<file path="src/rtl/sync_polarity_pkg.sv">
// Shared constants and parameter defaults for the sync polarity normaliser.
// Imported by the interface, the channel and the top.
package sync_polarity_pkg;

    localparam logic POL_PASS = 1'b0;
    localparam logic POL_INV  = 1'b1;

    localparam int NCH_DEF      = 2;
    localparam int CW_DEF       = 16;
    localparam int LOCK_CNT_DEF = 4;

endpackage

</file>
<file path="src/rtl/sync_polarity_norm_if.sv">
// Sync bus: raw inputs S, normalised MS, applied POL and LOCK per channel.
// SYNC_POLARITY_MEAS_OUT_EN adds measured phase lengths HLEN_O/LLEN_O.
interface sync_polarity_norm_if
    import sync_polarity_pkg::*;
#(
    parameter int NCH = NCH_DEF,
    parameter int CW  = CW_DEF
);

    logic [NCH-1:0] S;
    logic [NCH-1:0] MS;
    logic [NCH-1:0] POL;
    logic [NCH-1:0] LOCK;

`ifdef SYNC_POLARITY_MEAS_OUT_EN
    logic [NCH*CW-1:0] HLEN_O;
    logic [NCH*CW-1:0] LLEN_O;

    modport master (
        output S,
        input  MS, POL, LOCK, HLEN_O, LLEN_O
    );

    modport slave (
        input  S,
        output MS, POL, LOCK, HLEN_O, LLEN_O
    );
`else
    modport master (
        output S,
        input  MS, POL, LOCK
    );

    modport slave (
        input  S,
        output MS, POL, LOCK
    );
`endif

endinterface

</file>
<file path="src/rtl/sync_polarity_chan.sv">
// One sync channel: phase measurement, polarity decision and lock.
// SYNC_POLARITY_MEAS_OUT_EN adds registered hlen_o/llen_o outputs.
module sync_polarity_chan
    import sync_polarity_pkg::*;
#(
    parameter int CW       = CW_DEF,
    parameter int LOCK_CNT = LOCK_CNT_DEF
) (
    input  logic          clk,
    input  logic          rst_n,
    input  logic          s,
    output logic          ms,
    output logic          pol,
`ifdef SYNC_POLARITY_MEAS_OUT_EN
    output logic [CW-1:0] hlen_o,
    output logic [CW-1:0] llen_o,
`endif
    output logic          lock
);

    localparam int MW = $clog2(LOCK_CNT + 1);
    localparam logic [CW-1:0] CMAX = '1;
    localparam logic [CW-1:0] CTOP = CMAX - 1'b1;
    localparam logic [MW-1:0] LIM  = MW'(LOCK_CNT);
    localparam logic [MW-1:0] LIM1 = MW'(LOCK_CNT - 1);

    logic          rs;
    logic          armed;
    logic [CW-1:0] cnt;
    logic [CW-1:0] hlen;
    logic [CW-1:0] llen;
    logic          hv;
    logic          lv;
    logic [MW-1:0] mm;
    logic [MW-1:0] mc;

    logic          rise;
    logic          fall;
    logic          edge_hit;
    logic          timeout;
    logic          ld_h;
    logic          ld_l;
    logic [CW-1:0] hl_n;
    logic [CW-1:0] ll_n;
    logic          hv_n;
    logic          lv_n;
    logic          decide;
    logic          cand;
    logic          pol_n;
    logic          lock_n;
    logic [MW-1:0] mm_n;
    logic [MW-1:0] mc_n;

    // Timeout fires on the clock that takes cnt to saturation.
    always_comb begin
        rise     = !rs && s;
        fall     = rs && !s;
        edge_hit = rise || fall;
        timeout  = !edge_hit && (cnt >= CTOP);
        ld_h     = armed && fall;
        ld_l     = armed && rise;
        hl_n     = ld_h ? cnt : hlen;
        ll_n     = ld_l ? cnt : llen;
        hv_n     = hv || ld_h;
        lv_n     = lv || ld_l;
        decide   = armed && edge_hit && hv_n && lv_n;
    end

    always_comb begin
        cand = pol;
        unique case (1'b1)
            (hl_n > ll_n): cand = POL_PASS;
            (hl_n < ll_n): cand = POL_INV;
            default:       cand = pol;
        endcase
    end

    always_comb begin
        pol_n  = pol;
        lock_n = lock;
        mm_n   = mm;
        mc_n   = mc;
        if (timeout) begin
            lock_n = 1'b0;
            mm_n   = '0;
            mc_n   = '0;
        end else if (decide) begin
            if (cand != pol) begin
                mc_n   = '0;
                lock_n = 1'b0;
                if (mm >= LIM1) begin
                    pol_n = ~pol;
                    mm_n  = '0;
                end else begin
                    mm_n = mm + 1'b1;
                end
            end else begin
                mm_n = '0;
                if (mc >= LIM1) begin
                    mc_n   = LIM;
                    lock_n = 1'b1;
                end else begin
                    mc_n = mc + 1'b1;
                end
            end
        end
    end

    always_ff @(posedge clk or negedge rst_n) begin
        if (!rst_n) begin
            rs    <= 1'b0;
            armed <= 1'b0;
            cnt   <= '0;
            hlen  <= '0;
            llen  <= '0;
            hv    <= 1'b0;
            lv    <= 1'b0;
            mm    <= '0;
            mc    <= '0;
            pol   <= POL_PASS;
            lock  <= 1'b0;
            ms    <= 1'b0;
        end else begin
            rs   <= s;
            ms   <= s ^ pol;
            hlen <= hl_n;
            llen <= ll_n;
            pol  <= pol_n;
            lock <= lock_n;
            mm   <= mm_n;
            mc   <= mc_n;
            if (edge_hit) begin
                cnt <= '0;
            end else if (cnt != CMAX) begin
                cnt <= cnt + 1'b1;
            end
            if (timeout) begin
                armed <= 1'b0;
                hv    <= 1'b0;
                lv    <= 1'b0;
            end else begin
                armed <= armed || edge_hit;
                hv    <= hv_n;
                lv    <= lv_n;
            end
        end
    end

`ifdef SYNC_POLARITY_MEAS_OUT_EN
    always_ff @(posedge clk or negedge rst_n) begin
        if (!rst_n) begin
            hlen_o <= '0;
            llen_o <= '0;
        end else begin
            hlen_o <= hlen;
            llen_o <= llen;
        end
    end
`endif

endmodule

</file>
<file path="src/rtl/sync_polarity_norm.sv">
// Per-channel sync polarity normaliser: long phase high, short pulse low.
// SYNC_POLARITY_MEAS_OUT_EN exposes measured phase lengths on the bus.
module sync_polarity_norm
    import sync_polarity_pkg::*;
#(
    parameter int NCH      = NCH_DEF,
    parameter int CW       = CW_DEF,
    parameter int LOCK_CNT = LOCK_CNT_DEF
) (
    input logic                 PCLK,
    input logic                 RESET_N,
    sync_polarity_norm_if.slave bus
);

    for (genvar n = 0; n < NCH; n++) begin : g_ch
        sync_polarity_chan #(
            .CW       (CW),
            .LOCK_CNT (LOCK_CNT)
        ) u_chan (
            .clk    (PCLK),
            .rst_n  (RESET_N),
            .s      (bus.S[n]),
            .ms     (bus.MS[n]),
            .pol    (bus.POL[n]),
`ifdef SYNC_POLARITY_MEAS_OUT_EN
            .hlen_o (bus.HLEN_O[n*CW +: CW]),
            .llen_o (bus.LLEN_O[n*CW +: CW]),
`endif
            .lock   (bus.LOCK[n])
        );
    end

endmodule
</file>
<file path="src/flat_wrapper.sv">
// flat-port wrapper written by rule: the top's interface ports become plain ports
module sync_polarity_norm_flat import sync_polarity_pkg::*;
#(
    parameter int NCH      = NCH_DEF,
    parameter int CW       = CW_DEF,
    parameter int LOCK_CNT = LOCK_CNT_DEF
)
  (PCLK, RESET_N, bus_S, bus_MS, bus_POL, bus_LOCK);
  sync_polarity_norm_if #(.NCH(NCH), .CW(CW)) bus_i ();
  input logic PCLK;
  input logic RESET_N;
  input wire logic [$bits(bus_i.S)-1:0] bus_S;
  output wire logic [$bits(bus_i.MS)-1:0] bus_MS;
  output wire logic [$bits(bus_i.POL)-1:0] bus_POL;
  output wire logic [$bits(bus_i.LOCK)-1:0] bus_LOCK;
  assign bus_i.S = bus_S;
  assign bus_MS = bus_i.MS;
  assign bus_POL = bus_i.POL;
  assign bus_LOCK = bus_i.LOCK;
  sync_polarity_norm #(.NCH(NCH), .CW(CW), .LOCK_CNT(LOCK_CNT)) u_core (.PCLK(PCLK), .RESET_N(RESET_N), .bus(bus_i));
endmodule
</file>
<file path="config.mk">
export PLATFORM = sky130hd
export DESIGN_NAME = sync_polarity_norm_flat
export DESIGN_NICKNAME = d
export VERILOG_FILES = /design/src/rtl/sync_polarity_pkg.sv /design/src/rtl/sync_polarity_norm_if.sv /design/src/rtl/sync_polarity_chan.sv /design/src/rtl/sync_polarity_norm.sv /design/src/flat_wrapper.sv
export SDC_FILE = /design/constraint.sdc
export NUM_CORES = 1
export LEC_CHECK = 0
export ABC_AREA = 1
export CAP_MARGIN = 0
export CORE_MARGIN = 10
export CORE_UTILIZATION = 55
export CTS_BUF_LIST = sky130_fd_sc_hd__clkbuf_16
export DETAILED_ROUTE_END_ITERATION = 8
export PLACE_DENSITY = 0.82
export RECOVER_POWER = 100
export SYNTH_ARGS = -nofsm -noshare
export SYNTH_HDL_FRONTEND = slang
export SYNTH_SLANG_ARGS = --single-unit
</file>
<file path="constraint.sdc">
create_clock -name PCLK -period 5.4 [get_ports PCLK]
set_input_delay 1.08 -clock PCLK [delete_from_list [all_inputs] [get_ports PCLK]]
set_output_delay 1.08 -clock PCLK [all_outputs]
set_load 0.01 [all_outputs]
</file>
==> metrics.txt <==
Required @ worst endpoint 5760 ps; clock insertion delay at the later pin of the skew report 420 ps; Avg Synthesized Cell Area 8.395 um^2; Cells after Synth 750; slowest stage cell on the critical path dlygate4sd3_1; Synth area leader dfrtp_1; maximum VDD drop 401.2 uV; number of port buffers 9; final hold slack 495.6 ps; postcts setup bufs 0; Lkg Pwr 0.003541 uW; ant diodes 0; Critical Path Start Type input pin; TNS Setup 0 ps; Power, Total 2744 uW; wire per inst 15.32 um; critical path endpoint category flip-flop; Post-CTS Resized 0; Async SR Flop Fraction 100.0%; final slew viol count 125; Die H 127.0 um; clock-pin slew on the worst setup and hold paths 60 ps; Synth top cells by count 169 x nand2_1, 122 x dfrtp_1, 109 x inv_1; mapped cell area 6296 um^2; Vias per Instance 5.603; Global Route met3 Usage 4.384%; max_cap viols 2; Synth cell types 34; top post-synthesis cells by area dfrtp_1 48%, nand2_1 10%, ha_1 9.5%; post-route clock period utilization 78.95%; fraction of layout cells with a size suffix above 1 9.665%; P&R area growth vs syn 12.94%; global-route wire length before repair 24300 um; Initial Util 55.61%; cts hold-fix bufs 0; CP Cell Sequence dlygate4sd3_1 -> inv_1 -> ha_1 -> nand2_1 -> clkbuf_1 -> o21ai_0 -> ha_1 -> a21oi_1 -> nand2_1 -> nand2_1 -> nand2_1 -> nand2_1 -> nand2_1 -> nand2_1 -> nand2_1 -> nor2_1 -> nand3_1 -> nand2_1; RSZ-0062 raised after global routing no; count leader, synth nand2_1; largest net degree at the start of global routing 86; nets 815; post-route setup slack 1137 ps; vias in the first global route 5265; antenna viol nets, final 0; area of the core 11320 um^2; CP Max Fanout 17; synth warn 0; crit-path max cell delay 610 ps; crit path time final 4263 ps; initial DRC count 504; Worst-Margin Slew 2104 ps; RD Place Congestion 0.9125; Pre-antenna DRT Iters 7; GR Util met2 30.92%; Worst Path Class, Setup in2reg; die area 16130 um^2; GR Overflow Total 0; Synth top area share 48.49%; sequential area share after synthesis 48.49%; final number of setup-violating endpoints 0; Total GRT Usage 18.06%; Peak Freq 0.2346 GHz; root buf cell clkbuf_16; clock tree buffer depth 2; Area after DPL 6502 um^2; Residual DRC 0; # rows 39; status finished, violations left; TritonCTS buffer count 17; PwrDens 385.9 nW/um^2; final instance area 7111 um^2; vias post-DR 5149; failing checks capacitance limit, slew limit; Setup Skew 10.70 ps; Synth Flop Type dfrtp_1; final hold vios 0; DIE WIDTH 127.0 um; Seq cells post-synth 122; Ports 10; WP data arrival 4620 ps; worst rel slew slack -40.27%; Post-synth EDFFs 0; CTS sink count 122; Place WS 1061 ps; CTS tree yes; GR Util met1 20.93%; Hold WC Path Type reg2reg; most used cell along the critical path nand2_1; GRT busiest layer met2; final wirelength 14080 um; filler cell count 937; initial antenna violation count 0; syn nets 802; H-tree Lvls 4; hpwl dp 9886 um
area by class of cell:
type                            count  area (um^2)  share of cell area (%)
Clock buffer                       17        425.4                   5.983
Inverter                          115        431.7                   6.071
Sequential cell                   122         3053                   42.94
Clock inverter                     15        198.9                   2.798
Timing Repair Buffer               14        111.4                   1.566
Tap cell                          143        178.9                   2.516
Multi-Input combinational cell    493         2711                   38.13
placed cells by master, fill, tap and decap left out, types with 2 or more instances in the layout:
master,Yosys,layout
clkbuf_1,14,3
xor2_1,4,4
nor2_1,40,41
o21ai_0,82,83
nand2_1,169,169
clkinv_1,1,2
or2_2,26,26
nand4_1,15,15
nor4_1,2,2
inv_2,5,5
nand3b_1,2,2
a211oi_1,5,5
a31oi_1,5,5
clkinv_4,0,5
o22ai_1,2,2
ha_1,48,48
nor3_1,13,13
clkbuf_16,0,17
nand3_1,29,29
nor3_2,2,2
nor2_2,7,6
dfrtp_1,122,122
bufinv_16,0,4
dlygate4sd3_1,0,8
a21oi_1,30,30
buf_4,6,2
o31ai_1,2,2
clkinv_2,0,3
inv_1,109,109
power breakdown:
group	internal (uW)	switching (uW)	total, uW
Combinational	179	297	475
Clock	771	416	1190
Sequential	1010	69.1	1080
Total	1960	781	2740
per-stage QoR:
stage / utilization [%] / std cells
2_1_floorplan: - / 750
3_3_place_gp: 57.44 / 887
3_5_place_dp: 57.44 / 887
4_1_cts: 62.95 / 919
5_1_grt: 62.81 / 919
6_report: 62.81 / 919
cell families (layout without fill, tap and decap cells):
kind of cell    count (synthesis)  after routing  share of synthesized area [%]
xor+xnor                        4              4                         0.5564
fa+ha+maj                      48             48                          9.539
flops                         122            122                          48.49
simple gates                  308            308                          21.72
compound gates                133            133                          11.29
buf+inv                       135            161                          8.406
state kept, by name, indices dropped and copies added (netlist names):
| name | count |
|---|---|
| u_core.g_ch.u_chan.lock | 2 |
| u_core.g_ch.u_chan.hv | 2 |
| u_core.g_ch.u_chan.rs | 2 |
| u_core.g_ch.u_chan.cnt | 32 |
| u_core.g_ch.u_chan.armed | 2 |
| u_core.g_ch.u_chan.hlen | 32 |
| u_core.g_ch.u_chan.pol | 2 |
| u_core.g_ch.u_chan.llen | 32 |
| u_core.g_ch.u_chan.ms | 2 |
| u_core.g_ch.u_chan.lv | 2 |
| u_core.g_ch.u_chan.mm | 6 |
| u_core.g_ch.u_chan.mc | 6 |
worst max-delay path, delay by kind of cell:
family,cells,cell delay (ps)
and+or+nand+nor,11,1350
buffers and inverters,3,1200
adders and majority gates,2,540
AOI/OAI and AO/OA,2,440
worst paths after layout:
kind	start	endpoint	slack [ps]	depth (start not counted)
min in group asynchronous	RESET_N	u_core.g_ch[0].u_chan.llen[9]	1270	1
hold / removal	u_core.g_ch[1].u_chan.mm[2]	u_core.g_ch[1].u_chan.mm[2]	500	2
hold reg to reg	u_core.g_ch[1].u_chan.mm[2]	u_core.g_ch[1].u_chan.mm[2]	500	2
setup / recovery	bus_S[1]	u_core.g_ch[1].u_chan.mc[0]	1140	18
setup reg to reg	u_core.g_ch[1].u_chan.rs	u_core.g_ch[1].u_chan.mc[0]	2100	16
max in group asynchronous	RESET_N	u_core.g_ch[1].u_chan.llen[11]	1440	2
per-layer routing:
metal	up-vias	share of wire [%]
li1	2463	-
met1	2519	42
met2	136	51
met3	31	4.3
met4	0	2.3
met5	-	0
No activity file was read; power rests on OpenSTA's default activity.
